--- src/rtl/sw_cond_pkg.sv ---
// Shared channel enumeration and default timing for the turn/hazard switch conditioner.
package sw_cond_pkg;

    typedef enum logic [1:0] {
        CH_LT  = 2'd0,
        CH_RT  = 2'd1,
        CH_HAZ = 2'd2
    } ch_e;

    localparam int NUM_CH              = 3;
    localparam int DEBOUNCE_CYCLES_DEF = 4;
    localparam int SYNC_STAGES_DEF     = 2;

    // Only the hazard channel's accepted rising edge drives the toggle latch.
    function automatic logic haz_toggle(input logic [NUM_CH-1:0] rise);
        return rise[CH_HAZ];
    endfunction

endpackage

--- src/rtl/switch_debounce.sv ---
// One switch channel: synchroniser chain, stability counter and accepted level d,
// plus a pulse on the edge where d is about to rise.
module switch_debounce #(
    parameter int SYNC_STAGES     = 2,
    parameter int DEBOUNCE_CYCLES = 4
) (
    input  logic clk,
    input  logic rst,
    input  logic raw_i,
    output logic d_o,
    output logic rise_o
);

    localparam int CNT_W = $clog2(DEBOUNCE_CYCLES + 1);
    localparam logic [CNT_W-1:0] CNT_LAST = CNT_W'(DEBOUNCE_CYCLES - 1);

    logic [SYNC_STAGES-1:0] sync_q;
    logic                   s;
    logic                   d_q, d_d;
    logic [CNT_W-1:0]       cnt_q, cnt_d;

    assign s = sync_q[SYNC_STAGES-1];

    always_ff @(posedge clk or negedge rst) begin
        if (!rst) begin
            sync_q <= '0;
            d_q    <= 1'b0;
            cnt_q  <= '0;
        end else begin
            sync_q <= {sync_q[SYNC_STAGES-2:0], raw_i};
            d_q    <= d_d;
            cnt_q  <= cnt_d;
        end
    end

    // Any cycle where s matches d restarts the count, so glitches never accumulate.
    always_comb begin
        d_d   = d_q;
        cnt_d = '0;
        if (s != d_q) begin
            if (cnt_q == CNT_LAST) begin
                d_d = s;
            end else begin
                cnt_d = cnt_q + CNT_W'(1);
            end
        end
    end

    assign d_o    = d_q;
    assign rise_o = d_d & ~d_q;

endmodule

--- src/rtl/turn_switch_conditioner.sv ---
// Cleans raw stalk and hazard switches into mutually exclusive lt/rt/haz levels
// for tailLight; the hazard button acts as a press-to-toggle latch.
module turn_switch_conditioner
    import sw_cond_pkg::*;
#(
    parameter int SYNC_STAGES     = SYNC_STAGES_DEF,
    parameter int DEBOUNCE_CYCLES = DEBOUNCE_CYCLES_DEF
) (
    input  logic clk,
    input  logic rst,
    input  logic lt_raw,
    input  logic rt_raw,
    input  logic haz_raw,
    output logic lt,
    output logic rt,
    output logic haz,
    output logic fault
);

    logic [NUM_CH-1:0] raw_vec;
    logic [NUM_CH-1:0] lvl;
    logic [NUM_CH-1:0] rise;
    logic              haz_latch_q, haz_latch_d;

    assign raw_vec = {haz_raw, rt_raw, lt_raw};

    for (genvar i = 0; i < NUM_CH; i++) begin : g_ch
        switch_debounce #(
            .SYNC_STAGES     (SYNC_STAGES),
            .DEBOUNCE_CYCLES (DEBOUNCE_CYCLES)
        ) u_db (
            .clk    (clk),
            .rst    (rst),
            .raw_i  (raw_vec[i]),
            .d_o    (lvl[i]),
            .rise_o (rise[i])
        );
    end

    always_comb begin
        haz_latch_d = haz_latch_q;
        if (haz_toggle(rise)) begin
            haz_latch_d = ~haz_latch_q;
        end
    end

    always_ff @(posedge clk or negedge rst) begin
        if (!rst) begin
            haz_latch_q <= 1'b0;
        end else begin
            haz_latch_q <= haz_latch_d;
        end
    end

    // Hazard overrides both turns; conflicting stalk levels cancel each other.
    assign haz   = haz_latch_q;
    assign fault = lvl[CH_LT] & lvl[CH_RT];
    assign lt    = lvl[CH_LT] & ~lvl[CH_RT] & ~haz_latch_q;
    assign rt    = lvl[CH_RT] & ~lvl[CH_LT] & ~haz_latch_q;

endmodule

--- config.mk ---
export PLATFORM = sky130hd
export DESIGN_NAME = turn_switch_conditioner
export DESIGN_NICKNAME = d
export VERILOG_FILES = /design/src/rtl/sw_cond_pkg.sv /design/src/rtl/switch_debounce.sv /design/src/rtl/turn_switch_conditioner.sv
export SDC_FILE = /design/constraint.sdc
export NUM_CORES = 1
export LEC_CHECK = 0
export ABC_AREA = 0
export BUFFER_PORTS_ARGS = -buffer_cell sky130_fd_sc_hd__buf_2
export CORE_UTILIZATION = 30
export DETAILED_ROUTE_END_ITERATION = 8
export PLACE_DENSITY = 0.5
export SLEW_MARGIN = 10
export SYNTH_ARGS = -nofsm -noshare
export SYNTH_HDL_FRONTEND = slang
export SYNTH_SLANG_ARGS = --single-unit
--- constraint.sdc ---
create_clock -name clk -period 1.3 [get_ports clk]
set_input_delay 0 -clock clk [delete_from_list [all_inputs] [get_ports clk]]
set_output_delay 0 -clock clk [all_outputs]
set_load 0.02 [all_outputs]
* Word level (Yosys, flattened, before mapping)
Cells that the tools add are included.
** Word-level totals
- Input bits :: 5
- Output and inout port bits :: 4
- Bits in registers :: 19
- Logic and storage cells :: 39
** Operators by class
- Add/subtract/negate cells :: 3
- Bitwise logic cells :: 10
- Reduce and logical (&&, ||, !) cells :: 2
- Equal/unequal tests :: 6
- Muxes and demuxes :: 8
** Operator list (count)
- 3-bit two-way mux :: 6
- 3-bit by 1-bit adder with 3-bit output, second input constant :: 3
- 3-bit by 2-bit equality test with 1-bit output, second input constant :: 3
- 1-bit AND :: 6
- 1-bit inverter :: 4
- 2-bit AND reduction :: 2
- 1-bit != test :: 3
- 1-bit two-way mux :: 2

* Longest topological paths before layout
- Depth in word-level cells :: 4
- Gate-level depth with buffers :: 3
- Depth with buffers taken out :: 3

* Hierarchy
Synthesis repeated with hierarchy kept, for this count alone.
** Second synthesis, totals
- Cell total of the unflattened synthesis :: 47
- Area total of the unflattened synthesis :: 730.7 um^2
** By module, submodules not included
- switch_debounce :: sequential area each 150.1 um^2, cells an instance 14, instances 3, area an instance 225.2 um^2
- turn_switch_conditioner :: sequential area each 25.0 um^2, cells an instance 5, instances 1, area an instance 55.1 um^2

* Least setup slack after synthesis
OpenSTA, ideal clock, no wires.
- Path kind :: reg2reg
- Start :: register g_ch[1].u_db.cnt_q[0]
- End :: register g_ch[1].u_db.d_q
- Setup slack :: 184 ps
- Data arrival time :: 991 ps
- Required time :: 1175 ps
- Stages on the path, launching flop included :: 4
- Library setup time :: 125 ps
- Cells stage by stage :: dfrtp_1 > ha_1 > nor2b_2 > mux2_2
** On the way
- Longest elaborated chain between the ends :: 2
** Ends and longest elaborated chain
- start: declaration :: RTL line switch_debounce.sv:20 : logic [CNT_W-1:0] cnt_q, cnt_d;
- start signal: assignment :: RTL line switch_debounce.sv:32 : cnt_q <= cnt_d;
- 3-bit by 2-bit equality test with 1-bit output :: RTL line switch_debounce.sv:41 : if (cnt_q == CNT_LAST) begin
- 2-bit AND reduction (no source line)
- end signal: assignment :: RTL line switch_debounce.sv:27 : d_q <= 1'b0;
- end signal: assignment :: RTL line switch_debounce.sv:31 : d_q <= d_d;
- end: declaration :: RTL line switch_debounce.sv:19 : logic d_q, d_d;
Every way passes these cells.
A chain may end at the register's enable or synchronous reset.

* Final worst setup path
Same ends and word-level chain as after synthesis.

==> metrics.md <==
| Metric | Value |
|---|---|
| Run status | finished clean |
| Post-route DRC violation count | 0 |
| Final setup violating endpoints | 0 |
| Slowest cell on the critical path | dfrtp_1 |
| Headroom to the max-slew limit | 72.7% |
| Die Wd | roughly 50 µm |
| Arrival time at the worst endpoint | 1.39 ns |
| Final clock skew | roughly 0.0016 ns |
| Number of synthesized register bits | 19 |
| Clock tree from TritonCTS | done |
| Placed Instances | 81 |
| Number of CTS-inserted buffers | 3 |
| Final Worst Setup Slack | ~0.086 ns |
| Least-Margin Pin Slew | approximately 0.4 ns |
| Total power divided by cell area | approximately 1900 nW/µm² |
| Cell type with the largest total area after synthesis | dfrtp_1 |
| Largest fanout on the critical path | 3 |
| Portion of synthesized cell area occupied by the leading cell type | between 60% and 70% |
| Post-Route Setup TNS | 0 ns |
| Die Outline Area | approximately 2500 µm² |
| Max Transition Viols Final | 0 |
| Total length of routed wires | about 950 µm |
| Final weighted congestion of routability-driven global placement | between 0.6 and 0.7 |
| H-tree level count | 1 |
| Max clock buf depth | 2 |
| Final Hold Viols | 0 |
| Sequential cell area fraction in the yosys report | slightly below 70% |
| Std-Cell Core Area | around 2200 µm² |
| Worst min-delay path class | in -> async |
| Count of pins on the block boundary | 9 |
| Grt total ovfl | 0 |
| Clock latency on the worst-skew pair | 0.28 ns |
| Synthesis warning total | 0 |
| CP endpoint kind | flop |
| Setup repair after global routing missed its margin | false |
| Worst supply voltage drop on vdd | 0.000890 V |
| Worst slack at placement | approximately 0.094 ns |
| Site Rows | 17 |
| Longest individual stage delay on the worst path | approximately 0.37 ns |
| Static leakage | 0.393 nW |
| Worst Path Class, Setup | reg -> reg |
| Clock transition at the registers of the reported paths | approximately 0.10 ns |
| Vias after detailed routing | between 300 and 400 |
| Combined global-route utilization of all metal layers | around a tenth |
| List of cells traversed by the critical path | ha_1, nor2b_2, mux2_2 |
| TritonCTS sink count | 19 |
| Number of nets still failing antenna checks after routing | 0 |
| First-pass GRT wire length | between 1.5 and 2 mm |
| IO buf count | 8 |
| Iter 0 DRT Violations | 3 |
| Layout net count | 70 |
| Final critical-path share of the clock period | ~93% |
| Final critical delay including setup and external delays | ~1.2 ns |
| Number of distinct library cell variants in the gate-level netlist after synthesis | 12 |
| Effective utilization at floorplan | between 30% and 40% |
| Number of instances in the synthesized netlist | 45 |
| Detailed-route wire length per cell | around 11 µm |
| Netlist area before placement | just over 700 µm² |
| Diode count | 0 |
| Critical path required time | 1.48 ns |
| Final Non-Filler Cells | 89 |
| Largest net degree at the start of global routing | 20 |
| Ratio of cells with drive above 1 in the final layout | 32.8% |
| Area grow syn2layout | 20.4% |
| Setup crit start kind | flop |
| Clock root cell | clkbuf_4 |
| Via/cell ratio | 4.25 |
| Achievable frequency | between 0.8 and 0.9 GHz |
| Die Y | roughly 50 µm |
| Vias in the first global route | 395 |
| Post-synth net total | between 50 and 60 |
| Most area-consuming cells after synthesis | dfrtp_1 67%, nor3b_1 6.4%, ha_1 5.3% |
| Number of antenna violations at the first check in global routing | 0 |
| Pre-antenna DRT Iters | 4 |
| MaxCap Viol Count | 0 |
| Average cell area after synthesis | between 15 and 20 µm² |
==> repair_timing <==
| item | 4_1_cts | 5_1_grt |
|---|---|---|
| endpoints found under the hold margin | 22 | 0 |
| gates resized for setup | 0 | 1 |
| hold buffers | 4 | 0 |
| buffers inserted | 0 | 0 |
| setup endpoints to repair | 0 | 1 |
==> state kept, by name, indices dropped and copies added, names as in the netlist <==
name and cells:
g_ch.u_db.cnt_q 9, g_ch.u_db.sync_q 6, g_ch.u_db.d_o 3, haz 1
==> cells in the final DEF (no fill, tap or decap), types with 3 or more instances in the layout <==
master / instances
nor2b_2: 3
clkbuf_4: 3
dfrtp_1: 19
ha_1: 3
mux2_2: 3
buf_2: 8
nor3b_1: 6
xnor2_1: 3
nor3_1: 3
dlygate4sd3_1: 4
==> worst paths after layout <==
kind	from	end	cells past startpoint	slack (ns)
setup reg to reg	g_ch[1].u_db.cnt_q[0]$_DFF_PN0_	g_ch[1].u_db.d_o$_DFFE_PN0P_	3	0.09
min in group clk	rt_raw	g_ch[1].u_db.sync_q[0]$_DFF_PN0_	2	0.35
max in group asynchronous	rst	g_ch[0].u_db.cnt_q[0]$_DFF_PN0_	2	0.83
hold / removal	rst	g_ch[0].u_db.cnt_q[2]$_DFF_PN0_	2	0.18
hold reg to reg	g_ch[2].u_db.sync_q[0]$_DFF_PN0_	g_ch[2].u_db.sync_q[1]$_DFF_PN0_	0	0.36
setup / recovery	g_ch[1].u_db.cnt_q[0]$_DFF_PN0_	g_ch[1].u_db.d_o$_DFFE_PN0P_	3	0.09
==> synthesized netlist by cell type <==
| master | n |
|---|---|
| and4bb_2 | 1 |
| xnor2_1 | 3 |
| mux2_2 | 3 |
| and2_2 | 1 |
| dfrtp_1 | 19 |
| nor3b_2 | 1 |
| xor2_1 | 1 |
| ha_1 | 3 |
| nor2b_2 | 2 |
| nor3b_1 | 6 |
| nor3_1 | 3 |
| nor2b_1 | 2 |
==> area by class of cell <==
cell class	count	area [µm²]
Multi-Input combinational cell	26	231
Timing Repair Buffer	12	80.1
Fill cell	222	1360
Tap cell	28	35.0
Clock buffer	4	26.3
Sequential cell	19	475
==> worst max-delay path, delay by kind of cell, from the launching register on <==
family                   cells  cell delay, ns
flip-flops                   1            0.37
multiplexers                 1            0.35
AND/OR/NAND/NOR              1            0.22
adder cells (fa/ha/maj)      1            0.17
==> report_power, final <==
| part | switching (W) | internal, W |
|---|---|---|
| Clock | 0.000164 | 0.000119 |
| Combinational | 0.000230 | 0.000248 |
| Sequential | 0.000109 | 0.000737 |
| Total | 0.000503 | 0.00110 |
==> through the flow <==
| stage | power (W) | instance area (µm²) | hold slack [ns] | utilization [%] |
|---|---|---|---|---|
| global route | 0.00175 | 848 | 0.200 | 38.3 |
| detailed placement | 0.00134 | 779 | -0.0365 | 35.2 |
| floorplan | 0.00120 | 704 | -0.296 | - |
| CTS | 0.00164 | 846 | 0.184 | 38.2 |
| finish | 0.00161 | 848 | 0.183 | 38.3 |
| global placement | 0.00133 | 779 | -0.0406 | 35.2 |
==> metal layers <==
layer	track usage, %	part of all wire, %	up-vias
met5	0	0	-
met4	8.33	0.94	0
met3	1.82	4.1	2
met2	14.0	43	8
met1	12.9	52	182
li1	-	-	186
==> kinds of logic after synthesis <==
| family | share of synthesized area, % |
|---|---|
| xor gates and xnor gates | 4.97 |
| and+or+nand+nor | 17.4 |
| muxes | 4.80 |
| DFF | 67.5 |
| adders and majority gates | 5.33 |
Power figures use the tool's default switching activity.
